## config.mk

```make
export PLATFORM = sky130hd
export DESIGN_NAME = flap_ctrl
export DESIGN_NICKNAME = d
export VERILOG_FILES = /design/src/rtl/flap_ctrl.sv
export SDC_FILE = /design/constraint.sdc
export NUM_CORES = 1
export LEC_CHECK = 0
export BUFFER_PORTS_ARGS = -buffer_cell sky130_fd_sc_hd__buf_4
export CORE_UTILIZATION = 45
export DETAILED_ROUTE_END_ITERATION = 16
export PLACE_DENSITY = 0.64
export SKIP_LAST_GASP = 1
export SYNTH_ARGS = -nofsm -noshare
export SYNTH_HDL_FRONTEND = slang
export SYNTH_SLANG_ARGS = --single-unit
```

## constraint.sdc

```tcl
create_clock -name clk -period 1.7 [get_ports clk]
set_clock_uncertainty 0.1 [all_clocks]
set_input_delay 0.34 -clock clk [delete_from_list [all_inputs] [get_ports clk]]
set_output_delay 0.34 -clock clk [all_outputs]
set_load 0.1 [all_outputs]
```

## src/rtl/flap_ctrl.sv

```systemverilog
// -----------------------------------------------------------------------------
// flap_ctrl
//
// Player-input and gravity timing stage for the flappy-bird LED game.
// Turns the raw, active-low, asynchronous flap pushbutton into a single-cycle
// `press` pulse. Generates the periodic `gravity` pulse that pulls the bird
// down. Also sequences the game:
//   IDLE   -> waiting for the first flap; nothing moves.
//   HANG   -> just flapped; gravity ticks are swallowed for HANG_TICKS ticks.
//   RUN    -> normal play; every tick becomes a `gravity` pulse.
//   FROZEN -> game lost; everything is silent until reset.
//
// Parameters
//   GRAV_PERIOD  clock cycles between gravity ticks (>= 2)
//   HANG_TICKS   gravity ticks suppressed after each flap (0 = no hang time)
//
// Ports
//   clk      in   clock
//   reset    in   synchronous, active-high reset
//   key_n    in   raw pushbutton, active-low, asynchronous to clk
//   lose     in   level from the collision logic: the game is lost
//   press    out  one-cycle flap pulse (registered)
//   gravity  out  one-cycle fall pulse (registered)
//   running  out  high while in RUN or HANG (registered)
// -----------------------------------------------------------------------------
module flap_ctrl #(
  parameter int GRAV_PERIOD = 8,
  parameter int HANG_TICKS  = 2
) (
  input  logic clk,
  input  logic reset,
  input  logic key_n,
  input  logic lose,
  output logic press,
  output logic gravity,
  output logic running
);

  // Counter widths. The hang counter keeps at least one bit, so it stays
  // legal when HANG_TICKS is 0.
  localparam int TW = (GRAV_PERIOD > 1) ? $clog2(GRAV_PERIOD) : 1;
  localparam int HW = (HANG_TICKS > 0) ? $clog2(HANG_TICKS + 1) : 1;

  localparam logic [TW-1:0] T_LAST = TW'(GRAV_PERIOD - 1);
  localparam logic [HW-1:0] H_LOAD = HW'(HANG_TICKS);
  localparam logic [TW-1:0] T_ONE  = TW'(1);
  localparam logic [HW-1:0] H_ONE  = HW'(1);

  typedef enum logic [1:0] {
    IDLE   = 2'd0,
    RUN    = 2'd1,
    HANG   = 2'd2,
    FROZEN = 2'd3
  } state_t;

  // State entered after any accepted flap. Without hang time there is
  // nothing to wait for, so the bird goes straight to RUN.
  localparam state_t FLAP_DEST = (HANG_TICKS == 0) ? RUN : HANG;

  state_t          state;
  logic            s1;
  logic            s2;
  logic            kd;
  logic [TW-1:0]   tcnt;
  logic [HW-1:0]   hcnt;

  logic            flap;
  logic            active;
  logic            tick;
  logic [TW-1:0]   tcnt_next;

  // --------------------------------------------------------------------------
  // Button synchronizer and falling-edge detect.
  // s1/s2 form the two-flop synchronizer. kd is s2 delayed by one cycle.
  // A high-to-low transition of the synchronized button (button pushed) is a
  // flap. Holding the button keeps s2 and kd both low, so it gives only one
  // edge.
  // --------------------------------------------------------------------------
  // NOTE: reset here is synchronous and active-high, matching the rest of the
  // game logic, so it is tested inside the clocked block and not listed in
  // the sensitivity list.
  always_ff @(posedge clk) begin
    if (reset) begin
      s1 <= 1'b1;
      s2 <= 1'b1;
      kd <= 1'b1;
    end else begin
      // NOTE: clocked state uses non-blocking assignments. This way s2 and kd
      // both see the values from before this edge and form a real shift chain.
      s1 <= key_n;
      s2 <= s1;
      kd <= s2;
    end
  end

  assign flap = ~s2 & kd;

  // The tick counter only advances while the game is alive. A tick is the
  // last count of each period.
  assign active    = (state == RUN) || (state == HANG);
  assign tick      = active && (tcnt == T_LAST);
  assign tcnt_next = (tcnt == T_LAST) ? '0 : (tcnt + T_ONE);

  // --------------------------------------------------------------------------
  // Game FSM with registered outputs.
  // Priority inside each live state is lose > flap > tick. A flap therefore
  // swallows a coinciding tick, so press and gravity can never both be high.
  // --------------------------------------------------------------------------
  always_ff @(posedge clk) begin
    if (reset) begin
      state   <= IDLE;
      tcnt    <= '0;
      hcnt    <= '0;
      press   <= 1'b0;
      gravity <= 1'b0;
      running <= 1'b0;
    end else begin
      // Pulses default low. Each branch below raises at most one of them.
      press   <= 1'b0;
      gravity <= 1'b0;

      case (state)
        IDLE: begin
          tcnt    <= '0;
          running <= 1'b0;
          // lose is not looked at here: a stale collision level must not
          // stop the game from starting.
          if (flap) begin
            press   <= 1'b1;
            running <= 1'b1;
            hcnt    <= H_LOAD;
            state   <= FLAP_DEST;
          end
        end

        RUN: begin
          if (lose) begin
            running <= 1'b0;
            tcnt    <= '0;
            state   <= FROZEN;
          end else if (flap) begin
            // Restart the period so the hang time is measured from this flap.
            press <= 1'b1;
            tcnt  <= '0;
            hcnt  <= H_LOAD;
            state <= FLAP_DEST;
          end else begin
            tcnt <= tcnt_next;
            if (tick) begin
              gravity <= 1'b1;
            end
          end
        end

        HANG: begin
          if (lose) begin
            running <= 1'b0;
            tcnt    <= '0;
            state   <= FROZEN;
          end else if (flap) begin
            press <= 1'b1;
            tcnt  <= '0;
            hcnt  <= H_LOAD;
            state <= FLAP_DEST;
          end else begin
            tcnt <= tcnt_next;
            // Ticks are counted down but never turned into gravity. The tick
            // that consumes the last hang count hands over to RUN, and gravity
            // starts on the following tick.
            if (tick) begin
              if (hcnt <= H_ONE) begin
                hcnt  <= '0;
                state <= RUN;
              end else begin
                hcnt <= hcnt - H_ONE;
              end
            end
          end
        end

        FROZEN: begin
          // Terminal until reset. Counters hold their values and key edges
          // are ignored.
          running <= 1'b0;
        end

        default: begin
          state   <= IDLE;
          running <= 1'b0;
          tcnt    <= '0;
          hcnt    <= '0;
        end
      endcase
    end
  end

endmodule

```

==> results of run 1 <==
-- stage by stage --
stage | hold WS, ns | utilization | std cells
detailed placement | 0.303 | 0.587 | 101
global placement | 0.292 | 0.587 | 101
floorplan | 0.289 | - | 73
finish | 0.143 | 0.641 | 106
global route | 0.132 | 0.641 | 106
CTS | 0.135 | 0.615 | 105
-- critical path: stages, from the launching register on --
cell,delay (ns)
sky130_fd_sc_hd__dfxtp_2,0.34
sky130_fd_sc_hd__inv_1,0.07
sky130_fd_sc_hd__ha_4,0.28
sky130_fd_sc_hd__nor2b_4,0.19
sky130_fd_sc_hd__nand2_2,0.07
sky130_fd_sc_hd__or4_1,0.39
sky130_fd_sc_hd__a21oi_1,0.14
-- sequential cells by signal, indices dropped and copies added, names as in the netlist --
name,count
tcnt,3
hcnt,2
state,2
gravity,1
kd,1
press,1
running,1
s1,1
s2,1
-- what timing repair did --
item | CTS | global route
resized for setup | 2 | 10
gates cloned | 0 | 0
pin swaps | 0 | 6
endpoints found under the setup margin | 3 | 4
buffers inserted | 0 | 1
-- routing by layer --
metal / part of all wire / track usage
met1: 0.49 / 0.291
met2: 0.47 / 0.302
met3: 0.040 / 0.100
met4: 0.0043 / 0.0517
met5: 0 / 0
-- report_power, final --
part	total (uW)	switching, uW	internal, uW
combinational	133	68.5	64.1
sequential	323	6.72	316
clock	193	102	91.0
-- cell families after synthesis --
family	count (synthesis)
compound gates	17
buf+inv	7
flops	13
mux	1
fa+ha+maj	6
simple gates	29
-- path summary, 6_finish.rpt --
check	to	from	depth (start not counted)	slack [ns]
worst max register to register	tcnt[0]$_SDFFE_PP0P_	state[0]$_SDFFE_PP0P_	6	0.05
worst min register to register	s2$_SDFF_PP1_	s1$_SDFF_PP1_	1	0.32
worst min-delay path	s1$_SDFF_PP1_	key_n	2	0.14
worst max-delay path	tcnt[0]$_SDFFE_PP0P_	state[0]$_SDFFE_PP0P_	6	0.05
-- layout by cell type (no fill, tap or decap), drive strengths merged, types with 2 or more instances in the layout --
cell | netlist | layout
buf | 2 | 18
dfxtp | 13 | 13
nand2 | 8 | 8
a21oi | 7 | 7
ha | 6 | 6
nor2 | 5 | 5
clkbuf | 2 | 4
or2 | 3 | 3
inv | 3 | 3
nor2b | 3 | 3
o21ai | 3 | 3
nand2b | 2 | 2
nand4b | 2 | 2
nor3 | 2 | 2
-- final cells by class --
cell class	count	area (um^2)	area share
flip-flops and latches	13	264	0.313
multi-input cells	53	389	0.461
clock buffers	4	26.3	0.0311
repair buffers	18	135	0.160
well taps	15	18.8	0.0222
inverters	3	11.3	0.0133
==> impl_summary.txt, run 1 <==
----------------------------------------------------
[Status]
  Status ... complete, no violations

[Finish]
  Area Growth Syn to Fin ... 29.3%
  Fillers ... ~120
  Layout net count ... 102
  Fraction of final layout cells sized beyond drive strength 1 ... 0.374
  Final design instance area without fill ... ~840 um^2
  Number of antenna repair diodes ... 0

[STA]
  Min cycle time layout ... between 1.5 and 2 ns
  Transition at the pin with the smallest max-transition slack ... between 0.2 and 0.3 ns
  Number of slew-limit violations in the final report ... 0
  Max Clk Rate ... 605 MHz
  Final number of hold-violating endpoints ... 0
  Ratio of final minimum period to clock period ... 0.973
  Max transition margin ... 0.809
  Setup violation total in the final timing report ... 0
  RSZ-0062 raised after global routing ... true
  Setup WS post-layout ... approximately 0.046 ns
  Aggregate negative setup slack ... 0 ns

[Worst setup path]
  Critical path required time ... between 1.5 and 2 ns
  Peak fanout along the critical path ... 4
  Critical Path Source Type ... register
  Worst Setup End Kind ... register
  Worst setup path category ... register to register
  Arrival time at the worst endpoint ... between 1.5 and 2 ns

[Drt]
  Iteration count of the initial detailed-routing pass ... 4
  DR vias ... between 500 and 600
  Iter 0 DRT Violations ... 13
  Overall routed net length ... around 1400 um
  Antenna viol nets, final ... 0
  Remaining design rule violation count ... 0
  Detail-routed via count per cell ... 5.43
  Wire length per cell ... about 13 um

[Synthesis]
  Most frequent cell after synthesis ... sky130_fd_sc_hd__dfxtp_1
  XOR/XNOR share of the synthesized area ... 0
  Top area cells in the synthesized netlist ... sky130_fd_sc_hd__dfxtp_1 40%, sky130_fd_sc_hd__ha_1 11%, sky130_fd_sc_hd__a21oi_1 5.4%, sky130_fd_sc_hd__nand2_1 4.0%, sky130_fd_sc_hd__nor2_1 2.9%
  Area share of fa/ha/maj cells after synthesis ... 0.115
  Yosys reg bits ... 13
  Most frequent cells after synthesis ... 13 x sky130_fd_sc_hd__dfxtp_1, 7 x sky130_fd_sc_hd__a21oi_1, 7 x sky130_fd_sc_hd__nand2_1, 6 x sky130_fd_sc_hd__ha_1, 5 x sky130_fd_sc_hd__nor2_1
  Area share of and/or/nand/nor cells after synthesis ... 0.245
  Number of standard cells after synthesis ... 73
  Combinational family with the most area after synthesis ... simple AND/OR/NAND/NOR gates
  Area share of the largest cell type after synthesis ... 0.398
  Library cell occupying the most area in the post-synthesis netlist ... sky130_fd_sc_hd__dfxtp_1
  Number of library cell types mapped by synthesis ... 29
  Synth async-reset ratio ... 0
  Post-Synthesis Cell Area ... 653 um^2
  Number of warnings reported in the yosys synthesis log ... 0
  Complex-gate fraction of the synthesized area ... 0.169
  Net count of the mapped netlist ... 83
  Synthesized area per cell ... 8.95 um^2
  Post-synthesis sequential area ratio ... 0.398
  Leading register cell type out of synthesis ... sky130_fd_sc_hd__dfxtp_1
  Count of flip-flops with a built-in enable after synthesis ... 0
  Share of cell area taken by muxes after synthesis ... 0.0153

[Floorplan]
  Die outline area ... ~0.0016 mm^2
  Floorplan core area ... 0.00132 mm^2
  Overall die width ... roughly 40 um
  Site row count ... 13
  # IOs ... 7
  Effective utilization at floorplan ... 0.496
  Die Span Y ... 40.1 um

[Global route]
  Total global routing overflow ... 0
  Antenna violations before repair ... 0
  Via count of the first global-routing pass ... between 500 and 600
  Wire length of the first global-routing pass ... ~2200 um
  Maximum number of pins on one net before global-route repair ... 13
  Global-route total usage across every layer ... 0.215

[Power and ir drop]
  Leakage power ... between 0.0003 and 0.0004 uW
  Pwr/cell area ... roughly 770 mW/mm^2
  Peak supply drop ... 0.435 mV
  Tot Pwr ... 648 uW

[Worst hold path]
  Path type of the worst min-delay path ... input port to register

[Placement]
  Number of buffer cells added on primary ports ... 6
  RePlAce Congestion ... 0.858
  Detailed Place HPWL ... between 900 and 1000 um
  DP Area ... 773 um^2
  Pre-CTS setup slack ... -0.0223 ns

[Clocking]
  Maximum clock insertion buffer count ... 2
  Clock latency at the later pin of the worst-skew pair ... between 0.2 and 0.3 ns
  Root buffer selected by CTS ... sky130_fd_sc_hd__clkbuf_4
  Number of sinks handled by clock tree synthesis ... 13
  Clock input transition at the sequential cells of the worst setup and hold paths ... 0.08 ns
  Hold-fix buffer count after cts ... 0
  Cts bufs inserted ... 3
  H-tree depth ... 1
  TritonCTS clock tree ... built

[Run]
  Number of maximum-capacitance violations ... 0

----------------------------------------------------
No activity file was read; power rests on OpenSTA's default activity.
==> inputs of run 2 (changes only) <==
--- a/config.mk
+++ b/config.mk
@@ -5,10 +5,10 @@
 export SDC_FILE = /design/constraint.sdc
 export NUM_CORES = 1
 export LEC_CHECK = 0
-export BUFFER_PORTS_ARGS = -buffer_cell sky130_fd_sc_hd__buf_4
 export CORE_UTILIZATION = 45
 export DETAILED_ROUTE_END_ITERATION = 16
-export PLACE_DENSITY = 0.64
+export DONT_BUFFER_PORTS = 1
+export PLACE_DENSITY = 0.6
 export SKIP_LAST_GASP = 1
 export SYNTH_ARGS = -nofsm -noshare
 export SYNTH_HDL_FRONTEND = slang
==> run 2 against run 1 <==
Effect of this change: die area is the same; clock power decreased by 6%; clock-buffer cell count is the same; wire length decreased by 4.0%; first-iteration DRC count grew 15%; total power fell by 3.2%; non-clock buffer count down 2; utilization fell by 0.95 points; design area down 1.5%; flip-flop and latch count unchanged; largest cell class unchanged.
==> impl_summary.txt, run 2 (synthesized netlist as in run 1, its figures left out) <==
----------------------------------------------------
[Status]
  Status ... complete, no violations

[STA]
  Min cycle time layout ... roughly 1.6 ns
  Setup violation total in the final timing report ... 0
  Max transition margin ... 0.808
  Number of slew-limit violations in the final report ... 0
  Final number of hold-violating endpoints ... 0
  Ratio of final minimum period to clock period ... 0.946
  Transition at the pin with the smallest max-transition slack ... 0.288 ns
  RSZ-0062 raised after global routing ... true
  Setup WS post-layout ... 0.0914 ns
  Aggregate negative setup slack ... 0 ns
  Max Clk Rate ... between 600 and 700 MHz

[Clocking]
  TritonCTS clock tree ... built
  Number of sinks handled by clock tree synthesis ... 13
  Clock latency at the later pin of the worst-skew pair ... approximately 0.27 ns
  Clock input transition at the sequential cells of the worst setup and hold paths ... about 0.070 ns
  Maximum clock insertion buffer count ... 2
  H-tree depth ... 1
  Root buffer selected by CTS ... sky130_fd_sc_hd__clkbuf_4
  Cts bufs inserted ... 3

[Global route]
  Wire length of the first global-routing pass ... 2100 um
  Global-route total usage across every layer ... 0.205
  Total global routing overflow ... 0
  Via count of the first global-routing pass ... between 500 and 600
  Maximum number of pins on one net before global-route repair ... 13
  Antenna violations before repair ... 0

[Worst setup path]
  Total buffers and inverters traversed by the critical path ... 1
  Critical Path Source Type ... register
  Top delay family on crit path ... simple AND/OR/NAND/NOR gates
  Worst Setup End Kind ... register
  Crit path largest cell delay ... slightly below 0.4 ns
  Critical-path top delay cell ... sky130_fd_sc_hd__or4_1
  Worst setup path category ... register to register
  Arrival time at the worst endpoint ... 1.72 ns
  Critical path, cell by cell ... inv_1, ha_4, nor2b_4, nand2_2, or4_1, a21oi_1
  Critical path required time ... 1.81 ns
  Peak fanout along the critical path ... 4

[Finish]
  Largest registers ... tcnt (3), hcnt (2), state (2)
  Biggest register ... tcnt
  Number of antenna repair diodes ... 0
  Fraction of final layout cells sized beyond drive strength 1 ... 0.326
  Fillers ... around 120
  Sequential cell area ... about 260 um^2
  Area Growth Syn to Fin ... 27.4%
  Number of flip-flops in the largest register ... 3
  Leading cell type in the layout, fill and taps excluded ... sky130_fd_sc_hd__buf_4
  Non-Filler Instances ... 104
  Finished Core Util ... 0.632
  Layout net count ... 100
  Most frequent cells in the layout ... 15 x sky130_fd_sc_hd__buf_4, 12 x sky130_fd_sc_hd__dfxtp_1, 7 x sky130_fd_sc_hd__a21oi_1, 7 x sky130_fd_sc_hd__nand2_1, 5 x sky130_fd_sc_hd__nor2_1
  Multi-input logic area ... about 390 um^2

[Power and ir drop]
  Pwr/cell area ... 754 mW/mm^2
  Peak supply drop ... approximately 0.49 mV
  Tot Pwr ... 628 uW
  Leakage power ... ~0.00034 uW

[Placement]
  Number of buffer cells added on primary ports ... 0
  Detailed Place HPWL ... 952 um
  Number of placed instances, taps included ... 98
  Pre-CTS setup slack ... between 0.009 and 0.01 ns
  RePlAce Congestion ... a little under 0.9

[Run]
  Number of maximum-capacitance violations ... 0

[Floorplan]
  # IOs ... 7
  Effective utilization at floorplan ... 0.496
  Site row count ... 13
  Overall die width ... roughly 40 um
  Floorplan core area ... 0.00132 mm^2
  Die Span Y ... approximately 40 um
  Die outline area ... between 0.0015 and 0.002 mm^2

[Worst hold path]
  Path type of the worst min-delay path ... input port to register

[Drt]
  Iter 0 DRT Violations ... 15
  Remaining design rule violation count ... 0
  Wire length per cell ... ~13 um
  Overall routed net length ... 1330 um
  Detail-routed via count per cell ... roughly 5.4
  Antenna viol nets, final ... 0
  Iteration count of the initial detailed-routing pass ... 4
  DR vias ... ~570

----------------------------------------------------
run 2: power by group:
part           internal, uW  switching (uW)  leakage [uW]  total [uW]
Sequential              316            5.14      0.000106         321
Combinational          62.2            62.7      0.000223         125
Clock                  90.9            91.0     0.0000150         182
run 2: worst paths after layout:
check             slack, ns             startpoint  depth (start not counted)                   end
setup / recovery       0.09  state[1]$_SDFFE_PP0P_                          6  tcnt[0]$_SDFFE_PP0P_
hold / removal         0.03                  reset                          1  tcnt[1]$_SDFFE_PP0P_
setup reg to reg       0.09  state[1]$_SDFFE_PP0P_                          6  tcnt[0]$_SDFFE_PP0P_
hold reg to reg        0.32          s1$_SDFF_PP1_                          1         s2$_SDFF_PP1_
run 2: routing by layer:
layer  wire length, um  track usage  part of all wire  vias up
met4                12        0.103            0.0090        0
met2               607        0.306              0.46       18
li1                  -            -                 -      290
met1               635        0.246              0.48      256
met3                76       0.0889             0.057        2
met5                 0            0                 0        -
run 2: worst reg2reg max path: cells and delay by family (launching register included):
family / cells / cell delay, ns
AO/OA/AOI/OAI: 1 / 0.12
AND/OR/NAND/NOR: 3 / 0.65
flip-flops: 1 / 0.33
adder cells (fa/ha/maj): 1 / 0.28
buffers and inverters: 1 / 0.07
run 2: cell type report:
cell class	count	area share
Multi-Input combinational cell	53	0.471
Timing Repair Buffer	16	0.147
Sequential cell	13	0.314
Clock buffer	4	0.0316
Inverter	3	0.0135
Tap cell	15	0.0226
run 2: stage by stage:
step	hold slack [ns]	instance area [um^2]
3_5_place_dp	0.305	751
3_3_place_gp	0.296	751
2_1_floorplan	0.289	653
5_1_grt	0.00451	832
4_1_cts	0.0144	782
6_report	0.0287	832
run 2: repair_timing:
item | CTS | global route
setup endpoints to repair | 2 | 4
hold buffers | 0 | 1
gates cloned | 0 | 0
setup buffers | 0 | 1
hold endpoints to repair | 0 | 2
pin swaps | 0 | 1
resized for setup | 2 | 7
==> inputs of run 3 (changes only) <==
--- a/config.mk
+++ b/config.mk
@@ -8,7 +8,7 @@
 export CORE_UTILIZATION = 45
 export DETAILED_ROUTE_END_ITERATION = 16
 export DONT_BUFFER_PORTS = 1
-export PLACE_DENSITY = 0.6
+export PLACE_DENSITY_LB_ADDON = 0.12
 export SKIP_LAST_GASP = 1
 export SYNTH_ARGS = -nofsm -noshare
 export SYNTH_HDL_FRONTEND = slang
==> run 3 against run 2 <==
Effect of this change: register-to-register slack worse by 0.07 ns; final cell count is 3.8% lower; total power is 0.88% lower; worst setup slack worse by 0.069 ns; utilization is 3.5 points lower; first-iteration DRC count is 6.7% higher; sequential share of layout area is 1.7 points higher; fmax is 4.1% lower.
==> impl_summary.txt, run 3 (synthesized netlist as in run 1, its figures left out) <==
----------------------------------------------------
[Status]
  Status ... complete, no violations

[Clocking]
  H-tree depth ... 1
  Maximum clock insertion buffer count ... 2
  Clock latency at the later pin of the worst-skew pair ... approximately 0.27 ns
  Post-CTS Setup Inserts ... 0
  TritonCTS clock tree ... built
  Hold-fix buffer count after cts ... 0
  Number of sinks handled by clock tree synthesis ... 13
  Root buffer selected by CTS ... sky130_fd_sc_hd__clkbuf_4
  Cts bufs inserted ... 3
  Clock input transition at the sequential cells of the worst setup and hold paths ... 0.08 ns

[Floorplan]
  Overall die width ... about 40 um
  Site row count ... 13
  Effective utilization at floorplan ... 0.496
  Die Span Y ... around 40 um
  Die outline area ... approximately 0.0016 mm^2
  # IOs ... 7
  Floorplan core area ... 0.00132 mm^2

[Worst hold path]
  Endpoint of the worst hold path ... tcnt[0]$_SDFFE_PP0P_
  Min-delay src ... reset
  Worst hold stages ... 1
  Path type of the worst min-delay path ... input port to register

[Power and ir drop]
  Pwr/cell area ... 792 mW/mm^2
  Peak supply drop ... ~0.47 mV
  Tot Pwr ... around 620 uW
  Leakage power ... ~0.00033 uW

[Placement]
  Number of placed instances, taps included ... between 90 and 100
  Number of buffer cells added on primary ports ... 0
  Detailed Place HPWL ... 938 um
  RePlAce Congestion ... between 0.8 and 0.9

[Worst setup path]
  Worst setup path category ... register to register
  Launch point of the worst reg-to-reg path ... state[0]$_SDFFE_PP0P_
  Number of cells on the worst reg-to-reg path ... 6
  Critical path required time ... around 1.8 ns
  Worst-case register-to-register setup slack ... between 0.02 and 0.025 ns
  Crit Reg-Reg Endpoint ... tcnt[0]$_SDFFE_PP0P_
  Peak fanout along the critical path ... 4
  Critical Path Source Type ... register
  Worst Setup End Kind ... register
  Arrival time at the worst endpoint ... around 1.8 ns

[STA]
  Final number of hold-violating endpoints ... 0
  Ratio of final minimum period to clock period ... 0.987
  Max Clk Rate ... just under 600 MHz
  Transition at the pin with the smallest max-transition slack ... between 0.2 and 0.3 ns
  Setup violation total in the final timing report ... 0
  Max transition margin ... 0.809
  Number of slew-limit violations in the final report ... 0
  RSZ-0062 raised after global routing ... true
  Min cycle time layout ... 1.68 ns

[Drt]
  Remaining design rule violation count ... 0
  Wire length per cell ... about 13 um
  Iteration count of the initial detailed-routing pass ... 4
  DR vias ... roughly 570
  Iter 0 DRT Violations ... 16
  Overall routed net length ... around 1300 um
  Antenna viol nets, final ... 0
  Detail-routed via count per cell ... 5.67

[Finish]
  Non-Filler Instances ... 100
  Number of flip-flops in the largest register ... 3
  Most frequent cells in the layout ... 13 x sky130_fd_sc_hd__dfxtp_1, 12 x sky130_fd_sc_hd__buf_4, 7 x sky130_fd_sc_hd__a21oi_1, 7 x sky130_fd_sc_hd__nand2_1
  Finished Core Util ... 0.596
  Fraction of final layout cells sized beyond drive strength 1 ... 0.259
  Layout net count ... 96
  Number of antenna repair diodes ... 0
  Area Growth Syn to Fin ... 20.3%
  Leading cell type in the layout, fill and taps excluded ... sky130_fd_sc_hd__dfxtp_1
  Largest registers ... tcnt (3), hcnt (2), state (2)
  Biggest register ... tcnt

[Global route]
  Via count of the first global-routing pass ... just under 500
  Total global routing overflow ... 0
  Global-route total usage across every layer ... 0.196
  Wire length of the first global-routing pass ... between 2000 and 2500 um
  Maximum number of pins on one net before global-route repair ... 13
  Antenna violations before repair ... 0

[Run]
  Number of maximum-capacitance violations ... 0

----------------------------------------------------
run 3: worst max-delay path by stage:
| stage | start | to | cells after the start |
|---|---|---|---|
| 2_1_floorplan | state[0]$_SDFFE_PP0P_ | tcnt[0]$_SDFFE_PP0P_ | 7 |
| 3_3_place_gp | tcnt[0]$_SDFFE_PP0P_ | state[0]$_SDFFE_PP0P_ | 6 |
| 3_5_place_dp | state[0]$_SDFFE_PP0P_ | tcnt[0]$_SDFFE_PP0P_ | 6 |
| 4_1_cts | state[0]$_SDFFE_PP0P_ | state[1]$_SDFFE_PP0P_ | 5 |
| 5_1_grt | tcnt[0]$_SDFFE_PP0P_ | state[1]$_SDFFE_PP0P_ | 6 |
| 6_report | state[0]$_SDFFE_PP0P_ | tcnt[0]$_SDFFE_PP0P_ | 6 |
run 3: repair_timing:
item                                    in CTS  in global routing
hold endpoints to repair                     0                  0
endpoints found under the setup margin       1                  4
pin swaps                                    0                  0
gates resized for setup                      1                  3
run 3: per-stage QoR:
step	area (um^2)	TNS [ns]	setup WS (ns)	hold WS, ns
2_1_floorplan	653	0	0.0129	0.289
5_1_grt	786	-0.0659	-0.0308	0.0131
3_3_place_gp	736	0	0.0589	0.292
6_report	786	0	0.0222	0.0248
3_5_place_dp	736	0	0.00185	0.294
4_1_cts	767	0	0.00325	0.0229
run 3: worst max-delay path, cell delays in order (launching register included):
cell and delay [ns]:
sky130_fd_sc_hd__dfxtp_1 0.35, sky130_fd_sc_hd__inv_1 0.09, sky130_fd_sc_hd__ha_4 0.29, sky130_fd_sc_hd__nor2b_4 0.19
sky130_fd_sc_hd__nand2_2 0.08, sky130_fd_sc_hd__or4_1 0.40, sky130_fd_sc_hd__a21oi_1 0.12
run 3: metal layers:
metal / up-vias / wire length, um / global-route usage
met5: - / 0 / 0
met4: 0 / 18 / 0.112
met3: 6 / 69 / 0.0667
met2: 19 / 588 / 0.298
met1: 258 / 653 / 0.238
li1: 284 / - / -
run 3: final cells by class:
type / count / area, um^2
Tap cell: 15 / 18.8
Timing Repair Buffer: 12 / 90.1
Multi-Input combinational cell: 53 / 379
Fill cell: 117 / 532
Sequential cell: 13 / 260
Inverter: 3 / 11.3
Clock buffer: 4 / 26.3
run 3: where the power goes:
| part | internal (uW) | switching [uW] |
|---|---|---|
| sequential | 315 | 4.92 |
| clock | 90.9 | 97.3 |
| combinational | 54.4 | 59.7 |
